## src/rtl/cla_pkg.sv

```systemverilog
// Shared definitions for the carry-lookahead adder family (leaf slice and second-level unit).
// Latency: n/a (types and constants only).
// Backpressure: n/a.
package cla_pkg;

  localparam int CLA_WIDTH = 4;

  // Result bundle of one adder slice, also the payload of its optional output register.
  typedef struct packed {
    logic [CLA_WIDTH-1:0] s;
    logic                 co;
    logic                 pg;
    logic                 gg;
  } cla_out_t;

  // Value the output register takes while reset is held.
  localparam cla_out_t CLA_OUT_RST = '{s: '0, co: 1'b0, pg: 1'b0, gg: 1'b0};

endpackage

```

## src/rtl/cla_pfa.sv

```systemverilog
// Partial full adder: bit propagate/generate plus sum bit for a supplied carry.
// Latency: combinational, zero cycles.
// Backpressure: none; output follows inputs.
module cla_pfa (
  input  logic a,
  input  logic b,
  input  logic c,
  output logic p,
  output logic g,
  output logic s
);

  assign p = a ^ b;
  assign g = a & b;
  assign s = p ^ c;

endmodule

```

## src/rtl/cla4.sv

```systemverilog
// 4-bit carry-lookahead adder slice with group propagate/generate for cascading.
// Latency: 0 cycles when OUT_REG=0, 1 cycle when OUT_REG=1 (async reset clears the register).
// Backpressure: none; a new result every cycle, no handshake.
module cla4
  import cla_pkg::*;
#(
  parameter bit OUT_REG = 1'b0
) (
  input  logic                 clk,
  input  logic                 rst,
  input  logic [CLA_WIDTH-1:0] A,
  input  logic [CLA_WIDTH-1:0] B,
  input  logic                 Ci,
  output logic [CLA_WIDTH-1:0] S,
  output logic                 Co,
  output logic                 PG,
  output logic                 GG
);

  logic [CLA_WIDTH-1:0] p;
  logic [CLA_WIDTH-1:0] g;
  logic [CLA_WIDTH-1:0] c;
  logic [CLA_WIDTH-1:0] s_w;
  logic                 pg_w;
  logic                 gg_w;
  logic                 c4;
  cla_out_t             res;
  cla_out_t             out_b;

  // One partial full adder per bit; carries come in from the lookahead block.
  for (genvar i = 0; i < CLA_WIDTH; i++) begin : g_pfa
    cla_pfa u_pfa (
      .a (A[i]),
      .b (B[i]),
      .c (c[i]),
      .p (p[i]),
      .g (g[i]),
      .s (s_w[i])
    );
  end

  // Every carry is a flat sum of products over p/g/Ci so no bit waits on its neighbour.
  // Ci is used directly rather than c[0] to keep each carry a function of primary terms only.
  assign c[0] = Ci;
  assign c[1] = g[0] | (p[0] & Ci);
  assign c[2] = g[1] | (p[1] & g[0]) | (p[1] & p[0] & Ci);
  assign c[3] = g[2] | (p[2] & g[1]) | (p[2] & p[1] & g[0]) | (p[2] & p[1] & p[0] & Ci);

  // Group terms are carry-independent so a second-level unit can use them before Ci settles.
  assign pg_w = &p;
  assign gg_w = g[3] | (p[3] & g[2]) | (p[3] & p[2] & g[1]) | (p[3] & p[2] & p[1] & g[0]);
  assign c4   = gg_w | (pg_w & Ci);

  assign res = '{s: s_w, co: c4, pg: pg_w, gg: gg_w};

  if (OUT_REG) begin : g_reg
    cla_out_t out_q;

    // Output register: reset clears it at once, otherwise capture the fresh result every edge.
    always_ff @(posedge clk or posedge rst) begin
      if (rst) begin
        out_q <= CLA_OUT_RST;
      end else begin
        out_q <= res;
      end
    end

    assign out_b = out_q;
  end else begin : g_comb
    // Clock and reset are intentionally unused in the combinational build.
    logic unused_clk_rst;
    assign unused_clk_rst = clk ^ rst;
    assign out_b = res;
  end

  assign S  = out_b.s;
  assign Co = out_b.co;
  assign PG = out_b.pg;
  assign GG = out_b.gg;

endmodule

```

## config.mk

```make
export PLATFORM = sky130hd
export DESIGN_NAME = cla4
export DESIGN_NICKNAME = d
export VERILOG_FILES = /design/src/rtl/cla_pkg.sv /design/src/rtl/cla_pfa.sv /design/src/rtl/cla4.sv
export SDC_FILE = /design/constraint.sdc
export NUM_CORES = 1
export LEC_CHECK = 0
export ABC_AREA = 1
export BUFFER_PORTS_ARGS = -buffer_cell sky130_fd_sc_hd__buf_4
export CELL_PAD_IN_SITES_DETAIL_PLACEMENT = 2
export CELL_PAD_IN_SITES_GLOBAL_PLACEMENT = 2
export CORE_AREA = 2 2 39 41
export DETAILED_ROUTE_END_ITERATION = 8
export DIE_AREA = 0 0 41 43
export PLACE_DENSITY_LB_ADDON = 0.08
export RECOVER_POWER = 100
export SLEW_MARGIN = 15
export SYNTH_ARGS = -nofsm -noshare
export SYNTH_HDL_FRONTEND = slang
export SYNTH_SLANG_ARGS = --single-unit
export TNS_END_PERCENT = 100
```

## constraint.sdc

```tcl
create_clock -name vclk -period 2
set_input_delay 0.4 -clock vclk [all_inputs]
set_output_delay 0.4 -clock vclk [all_outputs]
set_load 0.005 [all_outputs]
```

-- Word-level counts from Yosys, hierarchy flattened
Index checks and enable logic that the tools add are counted.
- output and inout port bits: 7
- memories kept: 0
- bits in read-only memories: 0
- word-level logic and storage cells: 38
- memory bits (writable): 0
- flip-flop bits (word level): 0
- latch bits: 0
- divide/modulo/power cells: 0
- bitwise logic cells: 37
- $add $sub $neg: 0
- magnitude comparators: 0
- shift operators: 0
- mux-type cells: 0
- multipliers: 0
- equal/unequal tests: 0
- reduce and logical (&&, ||, !) cells: 1
- operators with widths (kind ; count):
    1-bit AND ; 19
    1-bit bitwise OR ; 10
    1-bit bitwise XOR ; 8
    4-bit AND reduction ; 1

-- Depth between registers and ports, before layout
Gate-level depths: netlist of run 1.
- word-level depth: 6
- gate-level depth with buffers: 8
- mapped depth without buffers: 7

-- Cells and area by module
Synthesis of run 1 repeated with hierarchy kept, for this count alone.
- cells, all modules: 43
- area, all modules: 225.2 um^2
- by module, submodules not included (module ; instances ; seq. area each (um^2) ; cells each ; area an instance (um^2)):
    cla_pfa ; 4 ; 0.0 ; 6 ; 31.3
    cla4 ; 1 ; 0.0 ; 19 ; 100.1

-- Least setup slack after synthesis of run 1
No wires, ideal clock.
- path kind: input to output
- start: in A[2]
- end: out S[3]
- slack: 0.334 ns
- required time: 1.600 ns
- path buffers: 1
- arrival time: 1.266 ns
- stages on the path: 7
- cell sequence: ha_1 or2_0 nand2_1 nand2_1 nand2_1 nand2_1 buf_4
- longest elaborated chain between the ends: 6
- elaborated cells on any way between the ends: 11
- classes of those cells: 11 x bitwise
- RTL lines (what ; line ; text):
    start: declaration ; cla4.sv:11 ; input logic [CLA_WIDTH-1:0] A,
    1-bit bitwise XOR ; cla_pfa.sv:13 ; assign p = a ^ b;
    1-bit AND ; cla4.sv:47 ; assign c[3] = g[2] | (p[2] & g[1]) | (p[2] & p[1] & g[0]) | (p[2] & p[1] & p[0] & Ci);
    1-bit bitwise OR or 1-bit AND (tied branches) (2 in series) ; cla4.sv:47 ;
    1-bit bitwise OR (*) ; cla4.sv:47 ;
    1-bit bitwise XOR (*) ; cla_pfa.sv:15 ; assign s = p ^ c;
    end: declaration ; cla4.sv:14 ; output logic [CLA_WIDTH-1:0] S,
Every way passes the cells marked *; elsewhere a longest branch is shown, timed or not.

-- Worst setup path after layout of run 1
Same ends and word-level chain as after synthesis.

==> results.json, run 1 <==
{
  "status": "complete, no violations",
  "via_count": 290,
  "rsz0062_at_grt": "false",
  "hold_viol_final": 0,
  "post_dp_cell_area_um2": 350,
  "synth.area.top_cells": "ha_1 21%, nand2_1 20%, buf_4 13%",
  "final_util_pct": 25.5,
  "final_cell_count_no_fill": 69,
  "worstPathRequired_ps": 1600,
  "crit_top_cell": "nand2_1",
  "syn-num-nets": 57,
  "syn-mean-instance-area_um2": 5.86,
  "whs_path_depth": 4,
  "yosysTopAreaCellShare_pct": 20.8,
  "design.seq.count": 0,
  "die_x_um": 41,
  "gp_congestion": 0.677,
  "crit_family": "simple AND/OR/NAND/NOR gates",
  "antenna_found_initial": 0,
  "ios": 18,
  "cellLeakagePower_nw": 0.220,
  "grt_max_degree": 6,
  "synth_common_cells": "13 x nand2_1, 7 x inv_1, 4 x buf_4, 4 x ha_1, 4 x nand3_1",
  "ff_latch_area_um2": 0,
  "cp.depth": 8,
  "crit_path_top_delay_cell": "ha_1",
  "hold_buffers": 0,
  "critPathMaxStageDelay_ps": 350,
  "grt_overflow": 0,
  "drt_iter0_drc": 0,
  "post_drt_wl_per_cell_um": 10.7,
  "core_region_area_um2": 1380,
  "p_int_uw": 56.9,
  "io_buffers": 16,
  "slew_headroom_pct": 88.2,
  "power_density_nw_per_um2": 297,
  "routed_wl_um": 736,
  "p_sw_share_pct": 45.6,
  "p_sw_uw": 47.8,
  "netlist_instances": 41,
  "cts_resized": 0,
  "critical_path.cell_chain": "buf_4 -> ha_1 -> or2_0 -> nand2_1 -> nand2_1 -> nand2_1 -> nand2_1 -> clkbuf_4",
  "max_freq_ghz": 0.541,
  "n_antenna_cell": 0,
  "timing.hold.ws_ps": 1140,
  "clockPowerShare_pct": 0,
  "rows": 14,
  "finalSetupViolations": 0,
  "post-cts-setup-buffer-count": 0,
  "p_total_uw": 105,
  "startpoint_type": "primary input",
  "dieArea_um2": 1760,
  "dr.pass1.iters": 1,
  "cp.arrival_ps": 1450,
  "avgViaCountPerCell": 4.20,
  "syn_to_final_growth_pct": 46.9,
  "worst_slew_pin_slew_ps": 177,
  "yosysMostFrequentCell": "nand2_1",
  "hold_class": "primary input to output pin",
  "seqPwrFrac_pct": 0,
  "post-route-period-util_pct": 92.5,
  "vdd_drop_max_mv": 0.0613,
  "path_class": "primary input to output pin",
  "crit_buf_inv": 2,
  "grtUsageTotal_pct": 8.70,
  "chipHeight_um": 43,
  "max-cap-violations": 0,
  "synth_cell_types": 12,
  "layout-drive-gt1-share_pct": 32.1,
  "synthesis.yosys.warnings": 0,
  "final_antenna_net_count": 0,
  "dp_cells": 69,
  "grt_first_pass_wirelength_mm": 1.17,
  "pre_cts_slack_ps": 108,
  "period_minus_slack_ps": 1850,
  "n_fill_cell": 175,
  "nets": 71,
  "power_frac_comb_pct": 100.0,
  "ys_seq_area_share_pct": 0,
  "grt_pass1_vias": 295,
  "synth_largest_area_cell": "ha_1",
  "initial_core_util_pct": 17.4,
  "num-clock-buffers": 0,
  "cp-end-kind": "output pin",
  "drc": 0,
  "syn_area_um2": 240,
  "drv_slew": 0,
  "place_hpwl_um": 689,
  "final_area_um2": 353,
  "tns_ps": 0,
  "worstPathMaxFanout": 5,
  "setup_ws_ps": 150
}
==> cell usage in the layout (no fill, tap or decap), drive strengths merged, types with 3 or more instances in the layout <==
cell | synthesis | layout
clkbuf | 0 | 6
nand2 | 13 | 13
nand3 | 4 | 4
nor2 | 3 | 3
buf | 4 | 10
ha | 4 | 4
inv | 7 | 7
==> power by group through the flow <==
stage          clock [mW]  combinational [mW]  sequential [mW]
3_3_place_gp            0               0.104                0
4_1_cts                 0               0.109                0
2_1_floorplan           0              0.0697                0
3_5_place_dp            0               0.109                0
5_1_grt                 0               0.117                0
6_report                0               0.105                0
==> layout make-up <==
cell class / count / area, um^2 / area share, %
Tap cell: 16 / 20.0 / 5.67
Timing Repair Buffer: 16 / 120 / 34.0
Inverter: 7 / 26.3 / 7.45
Multi-Input combinational cell: 30 / 186 / 52.8
==> worst paths after layout <==
path	from	endpoint	slack, ps
worst max-delay path	A[2]	S[3]	150
worst min-delay path	Ci	Co	1140
==> layer usage <==
layer / vias to the layer above / wire length (um) / GRT usage (%)
met5: - / 0 / 0
met4: 0 / 0 / 0
met3: 0 / 44 / 0
met2: 8 / 405 / 16.9
met1: 134 / 286 / 10.5
li1: 148 / - / -
==> cell families after synthesis <==
group / count (synthesis) / share of synthesized area (%)
AO/OA/AOI/OAI: 2 / 5.21
adder cells (fa/ha/maj): 5 / 29.2
AND/OR/NAND/NOR: 22 / 38.5
XOR/XNOR: 1 / 3.65
buffers and inverters: 11 / 23.4
==> tightest hold or removal path: cells and delay by family <==
kind          cells  cell delay [ps]
buf+inv           2              220
simple gates      2              120
Power figures use the tool's default switching activity.
==> run 2, diff against run 1 <==
Settings changed: CORE_AREA 2 2 39 41 to default, CORE_MARGIN from default to 2, CORE_UTILIZATION from default to 17, DIE_AREA 0 0 41 43 to default.
Clock period 2 ns to 1.6 ns, I/O delays scaled along.
==> run 2 against run 1 <==
  * Flip-flop and latch count unchanged
  * Final area rose by 38%
  * Global-route usage is 1.6 points higher
  * Core utilization rose by 11 points
  * Non-clock buffer count grew 5
  * First-iteration DRC count did not move
  * Die area is 1.9% lower
  * Wire length is 13% higher
  * Hold slack worse by 170 ps
  * Power is 80% higher
  * Critical endpoint is now S[0]
  * Largest power group unchanged
  * Highest routed layer unchanged
==> results.json, run 2 (same netlist as run 1, synthesis figures left out) <==
{
  "power_density_nw_per_um2": 387,
  "io_buffers": 16,
  "status": "complete, no violations",
  "gp_congestion": 0.668,
  "num-clock-buffers": 0,
  "drc": 0,
  "worstPathRequired_ps": 1280,
  "pre_cts_slack_ps": -68.9,
  "drv_slew": 0,
  "final_common_cell": "buf_4",
  "ios": 18,
  "post-route-period-util_pct": 95.2,
  "crit_family": "adder cells",
  "rsz0062_at_grt": "true",
  "timing.hold.ws_ps": 967,
  "crit_buf_inv": 4,
  "max_freq_ghz": 0.656,
  "max-cap-violations": 0,
  "syn_to_final_growth_pct": 103,
  "cellLeakagePower_nw": 0.255,
  "post-cts-setup-buffer-count": 0,
  "layout-drive-gt1-share_pct": 53.4,
  "rows": 13,
  "nets": 76,
  "startpoint_type": "primary input",
  "grt_first_pass_wirelength_mm": 1.48,
  "cp-end-kind": "output pin",
  "chipHeight_um": 41.6,
  "worst_slew_pin_slew_ps": 166,
  "period_minus_slack_ps": 1520,
  "hold_buffers": 0,
  "dieArea_um2": 1730,
  "hold_viol_final": 0,
  "place_hpwl_um": 709,
  "hold_class": "primary input to output pin",
  "slew_headroom_pct": 88.9,
  "critPathMaxStageDelay_ps": 550,
  "vdd_drop_max_mv": 0.114,
  "ff_latch_area_um2": 0,
  "dr.pass1.iters": 1,
  "avgViaCountPerCell": 4.18,
  "routed_wl_um": 835,
  "crit_path_top_delay_cell": "fa_1",
  "drt_iter0_drc": 0,
  "design.seq.count": 0,
  "grtUsageTotal_pct": 10.3,
  "layout_common_cells": "14 x buf_4, 10 x nand2_1, 7 x inv_1, 7 x buf_6",
  "worstPathMaxFanout": 2,
  "dp_cells": 73,
  "core_region_area_um2": 1320,
  "post_drt_wl_per_cell_um": 11.4,
  "n_fill_cell": 158,
  "initial_core_util_pct": 18.2,
  "finalSetupViolations": 0,
  "antenna_found_initial": 0,
  "via_count": 305,
  "final_cell_count_no_fill": 73,
  "final_util_pct": 36.9,
  "cp.arrival_ps": 1200,
  "path_class": "primary input to output pin",
  "critical_path.cell_chain": "buf_4 -> inv_1 -> fa_1 -> inv_1 -> buf_4",
  "final_antenna_net_count": 0,
  "grt_max_degree": 5,
  "die_x_um": 41.6,
  "grt_pass1_vias": 343,
  "n_antenna_cell": 0,
  "setup_ws_ps": 76.1,
  "multi_input_area_um2": 258,
  "grt_overflow": 0
}
[run 2: layout make-up]
class	count	share of cell area (%)
multi-input combinational	30	53.0
tap	15	3.86
inverter	7	5.40
timing repair buffer	21	37.8
[run 2: layer usage]
metal  vias up  global-route usage [%]  wire, um
li1        159                       -         -
met1       137                    13.8       398
met5         -                       0         0
met4         0                       0         0
met3         0                   0.435        28
met2         9                    19.1       408
[run 2: per-stage QoR]
stage | TNS [ps] | total power, mW | cell area, um^2
final | 0 | 0.189 | 487
after global routing | -3.32 | 0.211 | 487
after CTS | 0 | 0.170 | 433
after detailed placement | -185 | 0.152 | 387
after global placement | -68.5 | 0.144 | 387
after floorplan | 0 | 0.0872 | 240
[run 2: power breakdown]
| group | internal (mW) | switching, mW |
|---|---|---|
| clock | 0 | 0 |
| sequential | 0 | 0 |
| combinational | 0.112 | 0.0765 |
| total | 0.112 | 0.0765 |
[run 2: path summary, 6_finish.rpt]
check	from	end	slack, ps	cells after the start
setup / recovery	A[0]	S[0]	80	5
hold / removal	Ci	Co	970	4
[run 2: repair_timing]
item / CTS / global route
pin swaps: 2 / 3
resized for setup: 7 / 10
setup endpoints to repair: 4 / 3
==> run 3, diff against run 2 <==
==> constraint.sdc (replaced) <==
create_clock -name vclk -period 1.6
set_input_delay 0.16 -clock vclk [all_inputs]
set_output_delay 0.16 -clock vclk [all_outputs]
set_load 0.005 [all_outputs]
==> run 3 against run 2 <==
  * Largest cell class unchanged
  * Power shrank 31%
  * Clock-buffer cell count is the same
  * First-iteration DRC count grew 2
  * Hold slack lost 310 ps
  * Global-route usage fell by 1.1 points
==> results.json, run 3 (same netlist as run 1, synthesis figures left out) <==
{
  "worstPathMaxFanout": 5,
  "final_cell_count_no_fill": 68,
  "whs_path_depth": 4,
  "setup_ws_ps": 186,
  "crit_buf_inv": 2,
  "status": "complete, no violations",
  "gp_congestion": 0.707,
  "tns_ps": 0,
  "ios": 18,
  "crit_family": "simple AND/OR/NAND/NOR gates",
  "avgViaCountPerCell": 4.35,
  "grt_first_pass_wirelength_mm": 1.32,
  "dieArea_um2": 1730,
  "design.seq.count": 0,
  "cp.depth": 8,
  "power_density_nw_per_um2": 376,
  "worstPathRequired_ps": 1440,
  "drv_slew": 0,
  "worst_slew_pin_slew_ps": 184,
  "hold_buffers": 0,
  "vdd_drop_max_mv": 0.0962,
  "num-clock-buffers": 0,
  "pre_cts_slack_ps": 177,
  "cts_resized": 0,
  "place_hpwl_um": 681,
  "grt_max_degree": 6,
  "hold_viol_final": 0,
  "post-route-period-util_pct": 88.4,
  "critical_path.cell_chain": "buf_4 -> ha_1 -> or2_0 -> nand2_1 -> nand2_1 -> nand2_1 -> nand2_1 -> clkbuf_4",
  "slew_headroom_pct": 87.7,
  "antenna_found_initial": 0,
  "critPathMaxStageDelay_ps": 360,
  "final_antenna_net_count": 0,
  "via_count": 296,
  "max_freq_ghz": 0.707,
  "die_x_um": 41.6,
  "hold_class": "primary input to output pin",
  "cellLeakagePower_nw": 0.217,
  "layout-drive-gt1-share_pct": 28.3,
  "io_buffers": 16,
  "period_minus_slack_ps": 1410,
  "post_drt_wl_per_cell_um": 10.8,
  "final_common_cell": "nand2_1",
  "grt_pass1_vias": 293,
  "rsz0062_at_grt": "false",
  "cp.arrival_ps": 1250,
  "initial_core_util_pct": 18.2,
  "grtUsageTotal_pct": 9.20,
  "drc": 0,
  "path_class": "primary input to output pin",
  "syn_to_final_growth_pct": 43.8,
  "crit_path_top_delay_cell": "ha_1",
  "routed_wl_um": 731,
  "post-cts-setup-buffer-count": 0,
  "rows": 13,
  "timing.hold.ws_ps": 661,
  "max-cap-violations": 0,
  "dp_cells": 68,
  "cp-end-kind": "output pin",
  "ff_latch_area_um2": 0,
  "grt_overflow": 0,
  "crit_top_cell": "nand2_1",
  "chipHeight_um": 41.6,
  "core_region_area_um2": 1320,
  "nets": 71,
  "dr.pass1.iters": 2,
  "final_util_pct": 26.2,
  "finalSetupViolations": 0,
  "drt_iter0_drc": 2,
  "startpoint_type": "primary input",
  "n_antenna_cell": 0,
  "layout_common_cells": "13 x nand2_1, 9 x buf_4, 7 x inv_1"
}
## run 3: changes by cell type in the layout (fill, tap and decap cells not counted), sizes merged
cell,before,now
clkbuf,0,7
buf,21,9
## run 3: layer usage
layer / vias up / GRT usage [%] / share of wire (%)
met3: 0 / 1.30 / 5.9
li1: 149 / - / -
met1: 138 / 11.7 / 44
met4: 0 / 0 / 0
met2: 9 / 17.2 / 50
met5: - / 0 / 0
## run 3: worst paths after layout
check             slack, ps  from  endpoint
setup / recovery        190  A[2]      S[3]
hold / removal          660    Ci        Co
## run 3: power breakdown
group | leakage, nW | internal (mW) | switching, mW
combinational | 0.217 | 0.0695 | 0.0603
sequential | 0 | 0 | 0
clock | 0 | 0 | 0
total | 0.217 | 0.0695 | 0.0603
## run 3: cell type report
cell class,count,area (um^2)
inverter,7,26.3
tap,15,18.8
multi-input combinational,30,184
fill,175,972
timing repair buffer,16,116
## run 3: through the flow
stage                     total power, mW  instance area [um^2]
after global routing                0.148                   345
after detailed placement            0.136                   349
after global placement              0.129                   349
final                               0.130                   345
after floorplan                    0.0872                   240
after CTS                           0.137                   349
